`config.mk`:
```
export PLATFORM = sky130hd
export DESIGN_NAME = apb_regs_completer
export DESIGN_NICKNAME = d
export VERILOG_FILES = /design/src/rtl/cf_math_pkg.sv /design/src/rtl/apb_pkg.sv /design/src/rtl/apb_wait_state_cnt.sv /design/src/rtl/apb_regs_completer.sv
export SDC_FILE = /design/constraint.sdc
export NUM_CORES = 1
export LEC_CHECK = 0
export ABC_AREA = 1
export BUFFER_PORTS_ARGS = -buffer_cell sky130_fd_sc_hd__buf_2
export CAP_MARGIN = 25
export CORE_AREA = 2 2 246 248
export CTS_CLUSTER_DIAMETER = 40
export DETAILED_ROUTE_END_ITERATION = 10
export DIE_AREA = 0 0 248 250
export SLEW_MARGIN = 0
export SYNTH_ARGS = -nofsm -noshare
export SYNTH_HDL_FRONTEND = slang
export SYNTH_SLANG_ARGS = --single-unit
```
`constraint.sdc`:
```
create_clock -name clk_i -period 3 [get_ports clk_i]
set_clock_uncertainty 0.05 [all_clocks]
set_input_delay 0.3 -clock clk_i [delete_from_list [all_inputs] [get_ports clk_i]]
set_output_delay 0.3 -clock clk_i [all_outputs]
set_load 0.03 [all_outputs]
```
`src/rtl/cf_math_pkg.sv`:
```
// Small compile-time arithmetic helpers shared by the bus packages.
package cf_math_pkg;

    function automatic int unsigned ceil_div(input int unsigned dividend, input int unsigned divisor);
        return (dividend + divisor - 1) / divisor;
    endfunction

endpackage

```
`src/rtl/apb_pkg.sv`:
```
// APB bus types shared by initiators, completers and benches.
package apb_pkg;

    typedef logic [2:0] prot_t;

    localparam int unsigned DataWidth = 32;
    localparam int unsigned StrbWidth = cf_math_pkg::ceil_div(DataWidth, 8);

    typedef enum logic {
        OKAY   = 1'b0,
        SLVERR = 1'b1
    } apb_resp_t;

endpackage

```
`src/rtl/apb_wait_state_cnt.sv`:
```
// Access-phase wait-state counter; done is asserted once WaitCycles cycles have elapsed.
module apb_wait_state_cnt #(
    parameter int unsigned WaitCycles = 0
) (
    input  logic clk_i,
    input  logic rst_ni,
    input  logic clear_i,
    input  logic en_i,
    output logic done_o
);

    localparam int unsigned CntWidth = (WaitCycles > 0) ? $clog2(WaitCycles + 1) : 1;
    localparam logic [CntWidth-1:0] CntMax = CntWidth'(WaitCycles);

    logic [CntWidth-1:0] cnt_q, cnt_d;

    assign done_o = (cnt_q == CntMax);

    // Completion wraps to 0 so a back-to-back transfer starts a fresh count.
    always_comb begin
        cnt_d = cnt_q;
        if (clear_i) begin
            cnt_d = '0;
        end else if (en_i) begin
            if (done_o) begin
                cnt_d = '0;
            end else begin
                cnt_d = cnt_q + CntWidth'(1);
            end
        end
    end

    always_ff @(posedge clk_i or negedge rst_ni) begin
        if (!rst_ni) begin
            cnt_q <= '0;
        end else begin
            cnt_q <= cnt_d;
        end
    end

endmodule

```
`src/rtl/apb_regs_completer.sv`:
```
// APB4 completer exposing a bank of byte-strobed registers, with optional wait states,
// read-only words supplied by hardware and error responses on illegal accesses.
module apb_regs_completer
    import apb_pkg::*;
#(
    parameter int unsigned                  NoRegs     = 8,
    parameter int unsigned                  AddrWidth  = 32,
    parameter int unsigned                  DataWidth  = 32,
    parameter logic [AddrWidth-1:0]         BaseAddr   = '0,
    parameter int unsigned                  WaitCycles = 0,
    parameter logic [NoRegs-1:0]            ReadOnly   = '0,
    parameter logic [NoRegs*DataWidth-1:0]  ResetValue = '0,
    parameter bit                           PrivOnly   = 1'b0
) (
    input  logic                           clk_i,
    input  logic                           rst_ni,
    input  logic [AddrWidth-1:0]           paddr_i,
    input  prot_t                          pprot_i,
    input  logic                           psel_i,
    input  logic                           penable_i,
    input  logic                           pwrite_i,
    input  logic [DataWidth-1:0]           pwdata_i,
    input  logic [DataWidth/8-1:0]         pstrb_i,
    output logic                           pready_o,
    output logic [DataWidth-1:0]           prdata_o,
    output logic                           pslverr_o,
    output logic [NoRegs*DataWidth-1:0]    reg_q_o,
    input  logic [NoRegs*DataWidth-1:0]    reg_ro_i,
    output logic [NoRegs-1:0]              wr_pulse_o
);

    localparam int unsigned StrbW    = DataWidth / 8;
    localparam int unsigned IdxWidth = (NoRegs > 1) ? $clog2(NoRegs) : 1;
    localparam int unsigned AddrLsb  = (StrbW > 1) ? $clog2(StrbW) : 0;

    logic                  access;
    logic                  cnt_done;
    logic                  commit;
    logic [AddrWidth-1:0]  offset;
    logic [AddrWidth-1:0]  word_idx;
    logic                  below_base;
    logic                  out_of_range;
    logic                  misaligned;
    logic                  in_range;
    logic                  ro_hit;
    logic                  priv_fail;
    logic                  err;
    logic [IdxWidth-1:0]   idx;
    logic [DataWidth-1:0]  rd_word;
    logic [DataWidth-1:0]  reg_word [NoRegs];
    logic [DataWidth-1:0]  ro_word  [NoRegs];
    logic [NoRegs-1:0]     wr_sel;
    logic [NoRegs-1:0]     wr_pulse_q, wr_pulse_d;
    logic                  prot_unused;

    // Only the privileged bit of pprot carries meaning for this block.
    assign prot_unused = ^pprot_i[2:1];

    assign access = psel_i & penable_i;

    apb_wait_state_cnt #(
        .WaitCycles (WaitCycles)
    ) u_wait_cnt (
        .clk_i   (clk_i),
        .rst_ni  (rst_ni),
        .clear_i (~access),
        .en_i    (access),
        .done_o  (cnt_done)
    );

    // Address decode; an address below the base wraps to a huge offset and is also out of range.
    always_comb begin
        offset       = paddr_i - BaseAddr;
        word_idx     = offset >> AddrLsb;
        below_base   = (paddr_i < BaseAddr);
        out_of_range = (word_idx >= AddrWidth'(NoRegs));
        misaligned   = ((offset & AddrWidth'(StrbW - 1)) != '0);
        in_range     = !below_base && !out_of_range;
        idx          = in_range ? word_idx[IdxWidth-1:0] : '0;
        ro_hit       = in_range && ReadOnly[idx];
        priv_fail    = PrivOnly && !pprot_i[0];
        err          = below_base | out_of_range | misaligned | (pwrite_i & ro_hit) | priv_fail;
        rd_word      = ro_hit ? ro_word[idx] : reg_word[idx];
    end

    assign pready_o  = access & cnt_done;
    assign pslverr_o = pready_o & err;
    assign prdata_o  = (pready_o && !err && !pwrite_i) ? rd_word : '0;
    assign commit    = pready_o & pwrite_i & ~err;

    for (genvar gi = 0; gi < NoRegs; gi++) begin : g_reg
        assign ro_word[gi] = reg_ro_i[gi*DataWidth +: DataWidth];
        assign wr_sel[gi]  = commit && (idx == IdxWidth'(gi));

        if (ReadOnly[gi]) begin : g_ro
            assign reg_word[gi] = ResetValue[gi*DataWidth +: DataWidth];
        end else begin : g_rw
            logic [DataWidth-1:0] data_q, data_d;

            always_comb begin
                data_d = data_q;
                if (wr_sel[gi]) begin
                    for (int b = 0; b < StrbW; b++) begin
                        if (pstrb_i[b]) begin
                            data_d[8*b +: 8] = pwdata_i[8*b +: 8];
                        end
                    end
                end
            end

            always_ff @(posedge clk_i or negedge rst_ni) begin
                if (!rst_ni) begin
                    data_q <= ResetValue[gi*DataWidth +: DataWidth];
                end else begin
                    data_q <= data_d;
                end
            end

            assign reg_word[gi] = data_q;
        end

        assign reg_q_o[gi*DataWidth +: DataWidth] = reg_word[gi];
    end

    // An all-zero strobe completes normally but is not a register update.
    assign wr_pulse_d = wr_sel & {NoRegs{|pstrb_i}};

    always_ff @(posedge clk_i or negedge rst_ni) begin
        if (!rst_ni) begin
            wr_pulse_q <= '0;
        end else begin
            wr_pulse_q <= wr_pulse_d;
        end
    end

    assign wr_pulse_o = wr_pulse_q;

endmodule

```
==> flow_metrics.env <==
export IMPL_clk_lat_worst_skew_ns=0.58
export IMPL_seq_area_frac_synth_pct=47.4
export IMPL_drt_wirelength_per_cell_um=18.1
export IMPL_global_route_wire_length_before_repair_um=83000
export IMPL_grt_max_degree=75
export IMPL_num_io_pins=630
export IMPL_synth_cell_type_count=27
export IMPL_final_layout_size_suffix_gt1_share_pct=24.5
export IMPL_gp_congestion=0.817
export IMPL_antenna_cells=0
export IMPL_detailedRoute_firstIterationViolations=711
export IMPL_cts_clk_slew_worst_paths_ns=0.05
export IMPL_die_width_um=248
export IMPL_floorplan_rows=90
export IMPL_start_kind="input port"
export IMPL_multiInputGateArea_um2=5830
export IMPL_finalSetupTns_ns=0
export IMPL_leakage_nw=9.61
export IMPL_port_buffers=370
export IMPL_maximum_number_of_buffers_from_clock_root_to_sink=3
export IMPL_initial_antenna_violation_count=3
export IMPL_synth_top_cell_area_share_pct=47.4
export IMPL_max_slew_worst_pin_slew_ns=0.569
export IMPL_crit_path_cells="buf_2 > nor3_1 > nand2_1 > nor2_4 > buf_12 > o21ai_4 > buf_4 > nand2_1 > nand2_1 > nor2_1 > nor2_1 > nor2_1 > buf_2"
export IMPL_rsz0062_at_grt="false"
export IMPL_tritoncts_clock_tree="built"
export IMPL_crit_startpoint="paddr_i[5]"
export IMPL_timing_max_transition_violations_final=0
export IMPL_cp_arrival_ns=2.38
export IMPL_final_hold_violation_count=0
export IMPL_die_area_um2=62000
export IMPL_critPathCaptureType="output port"
export IMPL_global_route_usage_total_pct=17.8
export IMPL_h_tree_depth=2
export IMPL_clock_sinks=264
export IMPL_routed_via_count=13900
export IMPL_synthToLayoutAreaGrowth_pct=36.9
export IMPL_timing_rr_start="g_reg[0].g_rw.data_q[7]$_DFFE_PN0P_"
export IMPL_min_from="pwdata_i[30]"
export IMPL_min_delay_path_class="input port to flop"
export IMPL_routed_via_density=4.44
export IMPL_post_cts_setup_buffers=0
export IMPL_p_total_mw=10.4
export IMPL_drv_cap=0
export IMPL_drc_errors=0
export IMPL_finalCriticalPeriod_ns=2.73
export IMPL_hpwl_detailed_um=40700
export IMPL_pwr_density_cell_nw_per_um2=545
export IMPL_wirelength_um=56400
export IMPL_yosys_warnings=0
export IMPL_synthTopCellsByArea="dfrtp_1 47%, nand2_1 18%, inv_1 7.2%"
export IMPL_cp_max_fo=13
export IMPL_synth_net_count=2229
export IMPL_postRouteAntennaNets=0
export IMPL_cts_inserted_buffers=56
export IMPL_globalRoute_totalOverflow=0
export IMPL_start_util_pct=23.4
export IMPL_setup_viol_count_final=0
export IMPL_worst_vdd_ir_mv=0.348
export IMPL_maxSlewHeadroom_pct=61.9
export IMPL_core_area_um2=59600
export IMPL_mappedNetlistArea_um2=13900
export IMPL_die_height_um=250
export IMPL_final_core_utilization_pct=32.0
export IMPL_synth_seq_cells=264
export IMPL_cp_slowest_stage_delay_ns=0.26
export IMPL_num_nets_final=2621
export IMPL_run_status="finished clean"
export IMPL_final_min_period_over_clock_period_pct=91.1
export IMPL_register_area_um2=6610
export IMPL_synth_avg_cell_area_um2=7.34
export IMPL_drt_pass1_iterations=5
export IMPL_critPathSlowestCell="nor3_1"
export IMPL_max_clock_freq_ghz=0.366
export IMPL_timing_worst_setup_path_type="input port to output port"
export IMPL_clk_root_buffer_cell="clkbuf_16"
export IMPL_postSynthCellCount=1897
export IMPL_yosys_area_top_type="dfrtp_1"
export IMPL_critPathRequiredTime_ns=2.65
export IMPL_grt_pass1_vias=12800
export IMPL_fillerInstances=6359
## registers in the layout, indices dropped and copies added, names as in the netlist
signal,cells
g.g_rw.data_q,256
wr_pulse_o,8
## routing by layer
layer | track usage, % | vias up | wire (µm)
met3 | 4.15 | 56 | 4040
li1 | - | 6805 | -
met5 | 0 | - | 43
met2 | 28.4 | 481 | 25800
met1 | 24.3 | 6506 | 25600
met4 | 3.97 | 6 | 941
## repair_timing
action	in CTS	in global routing
gates resized for setup	0	0
endpoints found under the hold margin	85	0
hold buffers	26	0
endpoints found under the setup margin	0	0
## cell usage in the layout (no fill, tap or decap)
cell           instances
nand4_1               95
inv_1                266
nor4_1                 1
o21ai_1              159
o21ai_0               98
inv_2                  2
buf_8                  1
buf_4                 38
a21oi_1                1
dlygate4sd3_1         26
nand2_1              651
nand3_2               20
nand2_2                4
dfrtp_1              264
nand3b_1              31
nor2_1               125
clkinvlp_4             6
nor2_2                 1
nor3_1                 1
o21ai_4                1
buf_12                12
bufinv_16              7
nor2_4                 9
nand2_4                1
clkbuf_16             57
buf_2                368
nand3_4                2
clkinv_2               7
clkinv_1               1
inv_6                 14
clkbuf_8               6
clkinv_4               8
clkbuf_1               2
nand4_2                1
nand4_4                8
nand3_1               42
## through the flow
stage	std cells	area [µm²]	worst slack [ns]	hold slack, ns
6_report	3118	19100	0.268	0.0927
5_1_grt	3118	19100	0.0711	0.0881
3_3_place_gp	2987	16800	-0.0526	0.244
4_1_cts	3118	19100	0.222	0.0653
2_1_floorplan	1897	13900	0.570	-0.0456
3_5_place_dp	2987	16800	-0.119	0.247
## cells in the mapped netlist (all sizes together)
| cell | instances |
|---|---|
| nand3b | 31 |
| o21ai | 258 |
| a21oi | 1 |
| nand4 | 104 |
| inv | 269 |
| dfrtp | 264 |
| clkbuf | 56 |
| nand2 | 656 |
| nor4 | 1 |
| clkinv | 2 |
| buf | 55 |
| nor2 | 135 |
| nor3 | 1 |
| nand3 | 64 |
## worst max-delay path, delay by kind of cell
| kind | cells | cell delay [ns] |
|---|---|---|
| AOI/OAI and AO/OA | 1 | 0.17 |
| buffers and inverters | 4 | 0.76 |
| and+or+nand+nor | 8 | 1.12 |
## final timing paths
kind	to	slack, ns	depth (start not counted)
max in group asynchronous	g_reg[7].g_rw.data_q[13]$_DFFE_PN0P_	1.85	3
hold reg to reg	g_reg[0].g_rw.data_q[12]$_DFFE_PN0P_	0.45	2
hold / removal	g_reg[0].g_rw.data_q[30]$_DFFE_PN0P_	0.09	3
min in group asynchronous	g_reg[0].g_rw.data_q[23]$_DFFE_PN0P_	0.21	2
setup reg to reg	g_reg[0].g_rw.data_q[7]$_DFFE_PN0P_	2.22	2
setup / recovery	prdata_o[11]	0.27	13
## where the power goes
| group | internal, mW | switching [mW] |
|---|---|---|
| sequential | 3.57 | 0.00000000304 |
| clock | 4.26 | 2.20 |
| combinational | 0.0840 | 0.267 |
## cell families (layout without fill, tap and decap cells)
family | Yosys count | in the layout | share of synthesized area [%]
buf+inv | 382 | 821 | 10.9
simple gates | 992 | 992 | 32.3
compound gates | 259 | 259 | 9.31
flops | 264 | 264 | 47.4
## final cells by class
cell class | count | area share (%)
repair buffers | 445 | 13.9
clock buffers | 65 | 7.95
inverters | 271 | 5.35
well taps | 782 | 5.13
clock inverters | 40 | 2.48
flip-flops and latches | 264 | 34.6
multi-input cells | 1251 | 30.6
(Power assumes the default switching activity.)
